`src/rtl/mip_pass_sched.sv`:
```
// mip_pass_sched
//
// Multi-pass scheduler for the morphological filter datapath. A sequence
// request (op + iteration count) is latched in IDLE. The scheduler then launches
// one filter pass at a time. Passes ping-pong between buf0 and buf1, and the
// first pass always reads ROM. The VGA display source only changes on a frame
// boundary, so the screen never shows a buffer that is being written.
//
// Optional feature macro: MIP_SCHED_WATCHDOG_EN
//   When this macro is defined, a per-pass watchdog aborts a pass that never
//   reports pass_done and sets the sticky err flag. When it is undefined, err
//   is tied low and WAIT blocks for as long as it takes.
//
// Parameters
//   TIMEOUT_W    watchdog counter width; a pass times out after 2^TIMEOUT_W-1 WAIT cycles
//
// Ports
//   clk          system clock (VGA_CTRL_CLK domain)
//   rst          synchronous active-high reset
//   pll_lock     clock valid; low aborts a running sequence and blocks new ones
//   start        sequence request, level-sampled in IDLE
//   op_sel       00 bypass, 01 erode, 10 dilate, 11 open (erode then dilate)
//   iters        repetitions per primitive (0 is treated as 1)
//   frame_sync   one-cycle pulse at the VGA frame boundary
//   pass_done    one-cycle pulse from the filter at the end of a pass
//   pass_start   one-cycle pass launch pulse
//   erosion_en   erosion active for the current pass
//   dilation_en  dilation active for the current pass
//   src_sel      pass source: 00 ROM, 01 buf0, 10 buf1
//   dst_buf      pass destination buffer (0 = buf0, 1 = buf1)
//   disp_sel     VGA source, same encoding as src_sel
//   pass_cnt     passes completed in the current/last sequence
//   busy         high in every state except IDLE
//   seq_done     one-cycle pulse on sequence completion
//   err          sticky watchdog error
module mip_pass_sched #(
    parameter int unsigned TIMEOUT_W = 20
) (
    input  logic       clk,
    input  logic       rst,
    input  logic       pll_lock,
    input  logic       start,
    input  logic [1:0] op_sel,
    input  logic [2:0] iters,
    input  logic       frame_sync,
    input  logic       pass_done,
    output logic       pass_start,
    output logic       erosion_en,
    output logic       dilation_en,
    output logic [1:0] src_sel,
    output logic       dst_buf,
    output logic [1:0] disp_sel,
    output logic [3:0] pass_cnt,
    output logic       busy,
    output logic       seq_done,
    output logic       err
);

    typedef enum logic [2:0] {
        S_IDLE,
        S_SYNC_IN,
        S_ISSUE,
        S_WAIT,
        S_SYNC_OUT,
        S_DONE
    } state_t;

    state_t     state_q, state_d;
    logic [1:0] op_q, op_d;
    logic [2:0] iters_q, iters_d;
    logic [3:0] pass_cnt_q, pass_cnt_d;
    logic [1:0] disp_sel_q, disp_sel_d;
    logic [3:0] iters_ext;
    logic [3:0] n_passes;
    logic [3:0] pass_cnt_inc;
    logic       in_pass;
    logic       wd_expire;

    assign iters_ext    = {1'b0, iters_q};
    assign pass_cnt_inc = pass_cnt_q + 4'd1;
    assign in_pass      = (state_q == S_ISSUE) || (state_q == S_WAIT);

    // Total passes for the latched op. iters_q is never 0, so open tops out at 14.
    always_comb begin
        n_passes = 4'd1;
        case (op_q)
            2'b01, 2'b10: n_passes = iters_ext;
            2'b11:        n_passes = {iters_q, 1'b0};
            default:      n_passes = 4'd1;
        endcase
    end

    // State and sequence registers.
    always_ff @(posedge clk) begin
        if (rst) begin
            state_q    <= S_IDLE;
            op_q       <= 2'b00;
            iters_q    <= 3'd0;
            pass_cnt_q <= 4'd0;
            disp_sel_q <= 2'b00;
        end else begin
            state_q    <= state_d;
            op_q       <= op_d;
            iters_q    <= iters_d;
            pass_cnt_q <= pass_cnt_d;
            disp_sel_q <= disp_sel_d;
        end
    end

    // Next-state logic. Losing pll_lock outranks every other event, so an
    // aborted sequence keeps pass_cnt and disp_sel exactly as they were.
    always_comb begin
        state_d    = state_q;
        op_d       = op_q;
        iters_d    = iters_q;
        pass_cnt_d = pass_cnt_q;
        disp_sel_d = disp_sel_q;
        if ((state_q != S_IDLE) && !pll_lock) begin
            state_d = S_IDLE;
        end else begin
            case (state_q)
                S_IDLE: begin
                    if (start && pll_lock && !err) begin
                        op_d       = op_sel;
                        iters_d    = (iters == 3'd0) ? 3'd1 : iters;
                        pass_cnt_d = 4'd0;
                        state_d    = S_SYNC_IN;
                    end
                end
                S_SYNC_IN: begin
                    if (frame_sync) begin
                        disp_sel_d = 2'b00;
                        state_d    = S_ISSUE;
                    end
                end
                S_ISSUE: state_d = S_WAIT;
                S_WAIT: begin
                    // When pass_done and frame_sync arrive together, pass_done
                    // wins. SYNC_OUT then needs a later frame boundary.
                    if (pass_done) begin
                        pass_cnt_d = pass_cnt_inc;
                        state_d    = (pass_cnt_inc == n_passes) ? S_SYNC_OUT : S_ISSUE;
                    end else if (wd_expire) begin
                        state_d = S_IDLE;
                    end
                end
                S_SYNC_OUT: begin
                    // An odd pass count ends in buf0 and an even count ends in buf1.
                    if (frame_sync) begin
                        disp_sel_d = n_passes[0] ? 2'b01 : 2'b10;
                        state_d    = S_DONE;
                    end
                end
                S_DONE:  state_d = S_IDLE;
                default: state_d = S_IDLE;
            endcase
        end
    end

    // Per-pass routing is derived from the registered pass index k = pass_cnt_q.
    // Pass k writes buffer k[0] and reads the buffer written by pass k-1.
    always_comb begin
        erosion_en  = 1'b0;
        dilation_en = 1'b0;
        src_sel     = 2'b00;
        dst_buf     = 1'b0;
        if (in_pass) begin
            dst_buf = pass_cnt_q[0];
            if (pass_cnt_q != 4'd0) begin
                src_sel = pass_cnt_q[0] ? 2'b01 : 2'b10;
            end
            case (op_q)
                2'b01: erosion_en = 1'b1;
                2'b10: dilation_en = 1'b1;
                2'b11: begin
                    if (pass_cnt_q < iters_ext) begin
                        erosion_en = 1'b1;
                    end else begin
                        dilation_en = 1'b1;
                    end
                end
                default: ;
            endcase
        end
    end

`ifdef MIP_SCHED_WATCHDOG_EN
    logic [TIMEOUT_W-1:0] wd_q, wd_d;
    logic                 err_q, err_d;

    // The counter holds 0 on the first WAIT cycle. When the counter reads
    // 2^W-2, that cycle is WAIT cycle number 2^W-1, which is the last cycle allowed.
    assign wd_expire = (wd_q == {{(TIMEOUT_W-1){1'b1}}, 1'b0});
    assign err       = err_q;

    // Watchdog: ISSUE always precedes WAIT, so the counter is cleared there.
    always_comb begin
        wd_d  = wd_q;
        err_d = err_q;
        if (state_q == S_ISSUE) begin
            wd_d = '0;
        end else if (state_q == S_WAIT) begin
            wd_d = wd_q + TIMEOUT_W'(1);
            if (pll_lock && !pass_done && wd_expire) begin
                err_d = 1'b1;
            end
        end
    end

    always_ff @(posedge clk) begin
        if (rst) begin
            wd_q  <= '0;
            err_q <= 1'b0;
        end else begin
            wd_q  <= wd_d;
            err_q <= err_d;
        end
    end
`else
    assign wd_expire = 1'b0;

    // TIMEOUT_W only sizes the watchdog. Without the watchdog, nothing can raise err.
    if (TIMEOUT_W > 0) begin : g_no_watchdog
        assign err = 1'b0;
    end
`endif

    assign pass_start = (state_q == S_ISSUE);
    assign busy       = (state_q != S_IDLE);
    assign seq_done   = (state_q == S_DONE);
    assign pass_cnt   = pass_cnt_q;
    assign disp_sel   = disp_sel_q;

endmodule
```
`config.mk`:
```
export PLATFORM = sky130hd
export DESIGN_NAME = mip_pass_sched
export DESIGN_NICKNAME = d
export VERILOG_FILES = /design/src/rtl/mip_pass_sched.sv
export SDC_FILE = /design/constraint.sdc
export NUM_CORES = 1
export LEC_CHECK = 0
export CAP_MARGIN = 25
export CORE_AREA = 2 2 53 55
export CTS_BUF_LIST = sky130_fd_sc_hd__clkbuf_4
export DETAILED_ROUTE_END_ITERATION = 10
export DIE_AREA = 0 0 55 57
export PLACE_DENSITY = 0.67
export SYNTH_ARGS = -nofsm -noshare
export SYNTH_HDL_FRONTEND = slang
export SYNTH_SLANG_ARGS = --single-unit
```
`constraint.sdc`:
```
create_clock -name clk -period 3.1 [get_ports clk]
set_input_delay 0.62 -clock clk [delete_from_list [all_inputs] [get_ports clk]]
set_output_delay 0.62 -clock clk [all_outputs]
set_load 0.005 [all_outputs]
```
# Word level (Yosys, flattened, before mapping)
# Cells that the tools add are included.
dict set report op_classes {
  addsub 1
  n_mul 0
  n_div 0
  order_cmp 1
  eq_ne 13
  shift 0
  mux 25
  bitwise 1
  reduce_logical 16
}
# operator count
set op_table {}
lappend op_table {{3-bit 2-to-1 mux} 6}
lappend op_table {{4-bit one-hot mux with 2 select lines} 2}
lappend op_table {{3-bit one-hot mux with 5 select lines} 1}
lappend op_table {{2-bit 2-to-1 mux} 6}
lappend op_table {{4-bit AND reduction} 3}
lappend op_table {{4-bit 2-to-1 mux} 2}
lappend op_table {{2-bit != test, second input constant} 4}
lappend op_table {{3-bit by 2-bit equality test with 1-bit output, second input constant} 2}
lappend op_table {{3-bit equality test, second input constant} 2}
lappend op_table {{3-bit logical NOT} 2}
lappend op_table {{1-bit 2-to-1 mux} 5}
lappend op_table {{4-bit by 1-bit adder with 4-bit output, second input constant} 1}
lappend op_table {{2-bit equality test, second input constant} 2}
lappend op_table {{4-bit equality test} 1}
lappend op_table {{4-bit by 3-bit < comparator with 1-bit output} 1}
lappend op_table {{1-bit one-hot mux with 2 select lines} 2}
lappend op_table {{2-bit one-hot mux with 2 select lines} 1}
lappend op_table {{2-bit nonzero test} 2}
lappend op_table {{4-bit nonzero test} 1}
lappend op_table {{2-bit OR reduction} 2}
lappend op_table {{3-bit by 1-bit equality test with 1-bit output, second input constant} 1}
lappend op_table {{3-bit AND reduction} 1}
lappend op_table {{3-bit nonzero test} 1}
lappend op_table {{2-bit by 1-bit equality test with 1-bit output, second input constant} 1}
lappend op_table {{other kinds (4)} 5}
dict set report totals {
  regBits 14
  latch_bits 0
  mem_bits_rw 0
  rom_bits 0
  inputBits 11
  out_inout_bits 15
  elab_cells 62
  memories 0
}

# Depth between registers and ports, before layout
dict set report logic_depth {
  word_depth 7
  depth_mapped 7
  ltp_nobuf 7
}

# Worst setup path after synthesis
# OpenSTA, ideal clock, no wires.
dict set report synth_path {
  kind {reg-to-output}
  start {register pass_cnt_q[1] (netlist: pass_cnt[1])}
  end {output port dilation_en}
  t_arrival_ns 1.321
  t_required_ns 2.480
  setup_slack_ns 1.159
  stages_incl_launch_ff 6
  path_buffers 0
  path_cell_list {dfxtp_1 > ha_1 > a21o_1 > a211oi_1 > nor2_1 > o21a_1}
}
dict set report synth_between {
  elab_chain_cells 4
}
# item line_no
set synth_rtl {}
lappend synth_rtl {{start, declared} 71} ;# logic [3:0] pass_cnt_q, pass_cnt_d;
lappend synth_rtl {{start signal, assigned} 105} ;# pass_cnt_q <= pass_cnt_d;
lappend synth_rtl {{4-bit by 3-bit < comparator with 1-bit output} 176} ;# if (pass_cnt_q < iters_ext) begin
lappend synth_rtl {{1-bit 2-to-1 mux} 176}
lappend synth_rtl {{1-bit one-hot mux with 2 select lines} 172} ;# case (op_q)
lappend synth_rtl {{1-bit 2-to-1 mux} 167} ;# if (in_pass) begin
lappend synth_rtl {{end, declared} 49} ;# output logic dilation_en,
# No other way between the ends.

# Worst setup path after layout
dict set report layout_path {
  start {register pass_cnt_q[1] (netlist: pass_cnt[1])}
  end {output port erosion_en}
}
dict set report layout_between {
  elab_chain_cells 4
}
# item line_no
set layout_rtl {}
lappend layout_rtl {{4-bit by 3-bit < comparator with 1-bit output} 176}
lappend layout_rtl {{1-bit 2-to-1 mux} 176}
lappend layout_rtl {{1-bit one-hot mux with 2 select lines} 172}
lappend layout_rtl {{1-bit 2-to-1 mux} 167}
lappend layout_rtl {{end, declared} 48} ;# output logic erosion_en,
# No other way between the ends.

==> flow_metrics.env <==
export IMPL_fmaxAchievable_mhz=360
export IMPL_holdPathStages=2
export IMPL_cts_tree="done"
export IMPL_worst_setup_path_type="reg -> out"
export IMPL_rows=19
export IMPL_multi_input_area_um2=664
export IMPL_crit_chain="ha_1, a21o_1, a211oi_1, a21oi_1, nor2_1, clkdlybuf4s50_1"
export IMPL_rr_endpoint="state_q[2]"
export IMPL_clk_pin_slew_ps=90
export IMPL_powerDensity_nw_per_um2=309
export IMPL_root_buffer="clkbuf_4"
export IMPL_cp_start_kind="flop"
export IMPL_crit_fanout=6
export IMPL_num_vias=985
export IMPL_routed_via_density=5.32
export IMPL_hold_end="disp_sel[0]"
export IMPL_setup_viol=0
export IMPL_finalSetupTns_ps=0
export IMPL_final_hold_viol_count=0
export IMPL_outcome="finished, final reports clean"
export IMPL_wl_per_cell_um=12.3
export IMPL_finClkSkew_ps=3.57
export IMPL_grt_max_degree=17
export IMPL_post_cts_buffers=0
export IMPL_synth_area_leaders="dfxtp_1 (28%), ha_1 (11%), nor2_1 (7.8%)"
export IMPL_cts_made_buffers=3
export IMPL_grt_pass1_wl_um=3670
export IMPL_synth_cell_type_count=39
export IMPL_drive_above_1_share_pct=4.55
export IMPL_max_vdd_ir_drop_mv=0.278
export IMPL_initial_core_util_pct=38.5
export IMPL_synthToLayoutAreaGrowth_pct=28.0
export IMPL_end_kind="output pin"
export IMPL_avgSynthCellArea_um2=7.68
export IMPL_r2r_cells=6
export IMPL_hp_start="disp_sel[0]"
export IMPL_gp_congestion=0.787
export IMPL_p_leak_uw=0.000494
export IMPL_drt_iter0_markers=14
export IMPL_cts_sinks=14
export IMPL_critPathMaxStageDelay_ps=510
export IMPL_drcViolationCount=0
export IMPL_num_io_pins=26
export IMPL_grt_use_met1_pct=19.5
export IMPL_slowest_stage="clkdlybuf4s50_1"
export IMPL_post_cts_resized=0
export IMPL_met3_usage_pct=3.40
export IMPL_ys_seq_area_share_pct=27.9
export IMPL_synthCells=131
export IMPL_synth_nets=151
export IMPL_cts_buffer_depth=2
export IMPL_fin_util_pct=49.2
export IMPL_synth_top_cell_by_area="dfxtp_1"
export IMPL_maxCapViolCount=0
export IMPL_fill_cells=270
export IMPL_yosys_register_bits=14
export IMPL_die_height_um=57
export IMPL_die_w_um=55
export IMPL_totalWireLength_um=2280
export IMPL_hold_buffers=0
export IMPL_total_power_uw=398
export IMPL_grt_busiest_layer="met2"
export IMPL_syn_area_um2=1010
export IMPL_grt_pass1_vias=868
export IMPL_cp_arrival_ps=2160
export IMPL_timing_rr_start="op_q[0]"
export IMPL_rsz0062_at_grt="no"
export IMPL_fin_crit_ps=2780
export IMPL_synth_warning_count=0
export IMPL_coreArea_um2=2620
export IMPL_r2r_slack_ps=1030
export IMPL_hold_class="reg -> reg"
export IMPL_drv_slew=0
export IMPL_seq_area_um2=280
export IMPL_firstDrtPassIters=5
export IMPL_hpwl_um=1850
export IMPL_dieArea_um2=3140
export IMPL_critPathRequiredTime_ps=2480
export IMPL_finalCritPeriodShare_pct=89.5
export IMPL_htree_levels=1
export IMPL_antenna_found_initial=0
export IMPL_clock_latency_ps=280
export IMPL_port_buffers=24
export IMPL_grt_overflow_total=0
export IMPL_final_area_um2=1290
export IMPL_final_nets=175
export IMPL_yosys_area_top_type_share_pct=27.9
export IMPL_track_usage_pct=16.1
export IMPL_antenna_diode_count=0
export IMPL_antenna_left=0
export IMPL_grt_util_met2_pct=25.7
export IMPL_place_area_um2=1260
==> kinds of logic (layout without fill, tap and decap cells) <==
| logic type | Yosys count | after routing | synth area share (%) |
|---|---|---|---|
| AND/OR/NAND/NOR | 57 | 57 | 28.6 |
| XOR/XNOR | 6 | 6 | 5.22 |
| flip-flops | 14 | 14 | 27.9 |
| adder cells (fa/ha/maj) | 9 | 9 | 11.2 |
| multiplexers | 5 | 5 | 4.98 |
| other | 1 | 1 | 0.373 |
| AO/OA/AOI/OAI | 24 | 24 | 15.7 |
| buffers and inverters | 15 | 38 | 6.09 |
==> power by group <==
part	leakage, uW	internal [uW]	total (uW)	switching [uW]
registers	0.000114	187	202	15.0
logic	0.000365	46.6	87.7	41.1
clock network	0.0000154	46.8	108	60.9
==> worst max path at each step <==
stage / from / end / slack [ps] / cells past startpoint
after floorplan: pass_cnt[1] / dilation_en / 1160 / 5
after global placement: pass_cnt[1] / erosion_en / 660 / 6
after detailed placement: pass_cnt[1] / dilation_en / 650 / 6
after CTS: pass_cnt[1] / dilation_en / 310 / 6
after global routing: pass_cnt[1] / erosion_en / 110 / 6
final: pass_cnt[1] / erosion_en / 320 / 6
==> registers in the layout, indices dropped and copies added (netlist names) <==
signal    count
iters_q       3
pass_cnt      4
op_q          2
disp_sel      2
state_q       3
==> placed cells by master, fill, tap and decap left out, types with 3 or more instances in the layout <==
| cell type | netlist | routed |
|---|---|---|
| nor2b_1 | 3 | 3 |
| clkbuf_4 | 0 | 3 |
| nand2_1 | 11 | 11 |
| a22oi_1 | 4 | 4 |
| ha_1 | 9 | 9 |
| o21ai_0 | 3 | 3 |
| a21oi_1 | 7 | 7 |
| inv_1 | 10 | 10 |
| clkdlybuf4s50_1 | 0 | 24 |
| or3_1 | 3 | 3 |
| mux2i_1 | 5 | 5 |
| nor2_1 | 21 | 21 |
| xnor2_1 | 6 | 6 |
| dfxtp_1 | 14 | 14 |
==> metal layers <==
metal / part of all wire, % / vias to the layer above
met3: 6.3 / 6
li1: - / 495
met1: 43 / 443
met5: 0 / -
met4: 2.3 / 0
met2: 48 / 41
==> cell usage after synthesis <==
| master | instances |
|---|---|
| nor2_1 | 21 |
| dfxtp_1 | 14 |
| nand2_1 | 11 |
| inv_1 | 10 |
| ha_1 | 9 |
| a21oi_1 | 7 |
| xnor2_1 | 6 |
| mux2i_1 | 5 |
| a22oi_1 | 4 |
| clkbuf_1 | 3 |
| nor2b_1 | 3 |
| o21ai_0 | 3 |
| or3_1 | 3 |
| a211oi_1 | 2 |
| a21o_1 | 2 |
| and3_1 | 2 |
| nand2b_1 | 2 |
| nand3b_1 | 2 |
| nor3_1 | 2 |
| a211o_1 | 1 |
| a221oi_1 | 1 |
| and2_1 | 1 |
| and3_2 | 1 |
| and3b_1 | 1 |
| buf_2 | 1 |
| buf_4 | 1 |
| conb_1 | 1 |
| nand3_1 | 1 |
| nand3_2 | 1 |
| nor2_2 | 1 |
| nor3b_1 | 1 |
| nor4_1 | 1 |
| o21a_1 | 1 |
| o22ai_1 | 1 |
| o31ai_1 | 1 |
| o32ai_1 | 1 |
| or2_2 | 1 |
| or3b_1 | 1 |
| or4_1 | 1 |
==> through the flow <==
stage                     instances  hold slack, ps  worst slack (ps)
after floorplan                 131             461              1160
after global placement          181             459               661
after detailed placement        181             485               647
after CTS                       185             498               312
after global routing            185             517               115
final                           185             489               325
==> worst max-delay path: cells and delay by family, from the launching register on <==
family          cells  cell delay (ps)
flops               1              450
fa+ha+maj           1              270
compound gates      3              540
buf+inv             1              510
simple gates        1               90
==> final cells by class <==
| cell class | count | area share (%) |
|---|---|---|
| repair buffers | 24 | 18.7 |
| well taps | 31 | 3.01 |
| inverters | 10 | 2.92 |
| clock inverters | 1 | 0.292 |
| multi-input cells | 102 | 51.6 |
| flip-flops and latches | 14 | 21.8 |
| clock buffers | 3 | 1.75 |
Note: power is estimated with default switching activity, not from simulation.
==> variant, RTL diff (same flow settings) <==
The 6 states of `state_t` get a one-hot encoding in 6 bits.
--- a/src/rtl/mip_pass_sched.sv
+++ b/src/rtl/mip_pass_sched.sv
@@ -56,13 +56,13 @@
     output logic       err
 );
 
-    typedef enum logic [2:0] {
-        S_IDLE,
-        S_SYNC_IN,
-        S_ISSUE,
-        S_WAIT,
-        S_SYNC_OUT,
-        S_DONE
+    typedef enum logic [5:0] {
+        S_IDLE     = 6'b000001,
+        S_SYNC_IN  = 6'b000010,
+        S_ISSUE    = 6'b000100,
+        S_WAIT     = 6'b001000,
+        S_SYNC_OUT = 6'b010000,
+        S_DONE     = 6'b100000
     } state_t;
 
     state_t     state_q, state_d;
Check against the original RTL: no difference found for any inputs over 10 cycles, from zero or initial values and one cycle with rst high; not proved beyond that.
==> variant against the unedited design <==
  * Design area rose by 18%
  * Sequential share of layout area rose by 0.65 points
  * Sequential cell count rose by 3
  * Hold slack improved by 0.017 ns
  * Sequential power rose by 19%
  * Combinational power rose by 24%
  * Routed wire length rose by 24%
  * Core utilization rose by 8.8 points
  * Total power rose by 20%
  * Worst setup slack got worse by 0.088 ns
  * Area after synthesis rose by 27%
==> variant: results (changes against the unedited design) <==
place:
  gp_congestion: 0.857  # was 0.787
  port_buffers: 24  # unchanged
  pre_cts_slack_ns: 0.576  # was 0.647 ns
  dpl_cell_area_mm2: 0.00149  # was 0.00126 mm²
  place_hpwl_mm: 2.15  # was 1.85 mm
clocking:
  clock-root-buffer: "clkbuf_4"  # unchanged
  clkTransAtPathRegs_ns: 0.11  # was 0.09 ns
  post_cts_resized: 0  # unchanged
  numCtsBuffers: 3  # unchanged
  cts_hold_buf: 0  # unchanged
  post_cts_buffers: 0  # unchanged
  clockBufferDepth: 2  # unchanged
  h-tree-depth: 1  # unchanged
  insertion_delay_ns: 0.31  # was 0.28 ns
cells_and_area:
  drive_above_1_share: 0.0809  # was 0.0455
  antenna_cells: 0  # unchanged
  largest-register: "state_q"
  nets: 194  # was 175
  largest_register_ffs: 6  # was 4
logic_synthesis:
  ys_warn_count: 0  # unchanged
  synth_compound_area_frac: 0.175  # was 0.157
  synth.net_count: 173  # was 151
  muxShareOfSynthArea: 0.0391  # was 0.0498
  synthXorXnorAreaFrac: 0.0586  # was 0.0522
  synth_common_cells: "22 x nor2_1, 17 x dfxtp_1, 10 x inv_1, 9 x ha_1, 8 x a21oi_1"  # was 21 x nor2_1, 14 x dfxtp_1, 11 x nand2_1, 10 x inv_1, 9 x ha_1
  synth_seq_area_share: 0.266  # was 0.279
  synth_flop_cell: "dfxtp_1"  # unchanged
  synthTopCellsByArea: "dfxtp_1 27%, ha_1 8.8%, nor2_1 6.4%"  # was dfxtp_1 28%, ha_1 11%, nor2_1 7.8%
  synth-edff-count: 0  # unchanged
  netlist-cell-type-count: 52  # was 39
  synthArstFlopShare: 0  # unchanged
  synthAdderAreaFrac: 0.0879  # was 0.112
grt:
  antenna_found_initial: 0  # unchanged
  track_usage: 0.209  # was 0.161
  grt_max_degree: 16  # was 17
  grt_pass1_vias: 1058  # was 868
  grt_pass1_wl_mm: 4.78  # was 3.67 mm
setup_path:
  crit_fanout: 4  # was 6
  cp.arrival_ns: 2.24  # was 2.16 ns
detailed_routing:
  dr.pass1.iters: 5  # unchanged
  drt_iter0_markers: 35  # was 14
  vias_per_cell: 5.65  # was 5.32
  drt-wirelength-per-cell_um: 13.8  # was 12.3 µm
pwr:
  ir_drop_mv: 0.263  # was 0.278 mV
  static-leakage-power_uw: 0.000565  # was 0.000494 µW
timing:
  skew_ns: 0.00382  # was 0.00357 ns
  max_slew_margin: 0.599
run_status:
  status: "finished clean"  # unchanged
min_path:
  hold_path.class: "flip-flop to flip-flop"  # unchanged
==> variant: area by class of cell <==
class	count	area [µm²]
Multi-Input combinational cell	116	820
Tap cell	31	38.8
Fill cell	259	1100
Clock buffer	3	22.5
Inverter	11	43.8
Timing Repair Buffer	25	248
Clock inverter	1	5.00
Sequential cell	17	340
==> variant: path summary, 6_finish.rpt <==
kind,from,to,slack (ns),cells after the start
min reg2reg,iters_q[0],iters_q[0],0.51,2
min,iters_q[0],iters_q[0],0.51,2
max,iters_q[1],erosion_en,0.24,7
max reg2reg,state_q[1],pass_cnt[3],1.00,5
==> variant: worst max-delay path: stages (launching register included) <==
cell,delay [ns]
dfxtp_1,0.39
inv_1,0.06
ha_1,0.26
a21o_1,0.16
a211o_1,0.30
o21ba_2,0.20
nor2_1,0.08
clkdlybuf4s50_1,0.50
==> variant: cells by family (layout without fill, tap and decap cells) <==
family,after synthesis,after routing
multiplexers,5,5
XOR/XNOR,7,7
flip-flops,17,17
buffers and inverters,20,40
other,1,1
AO/OA/AOI/OAI,31,31
AND/OR/NAND/NOR,63,63
adder cells (fa/ha/maj),9,9
==> variant: per-layer routing <==
metal,vias to the layer above,part of all wire,GRT usage
met1,531,0.47,0.307
met2,32,0.46,0.299
met3,4,0.058,0.0497
met4,0,0.013,0.0662
met5,-,0,0
li1,585,-,-
==> variant: metrics by stage <==
step / std cells / utilization / total power [µW]
detailed placement: 200 / 0.570 / 353
global route: 204 / 0.580 / 505
floorplan: 153 / - / 328
CTS: 204 / 0.580 / 481
global placement: 200 / 0.570 / 350
finish: 204 / 0.580 / 477
==> variant: power by group <==
group / total, µW / internal [µW] / switching [µW]
clock network: 129 / 48.2 / 80.5
logic: 109 / 54.1 / 54.6
registers: 240 / 226 / 14.3
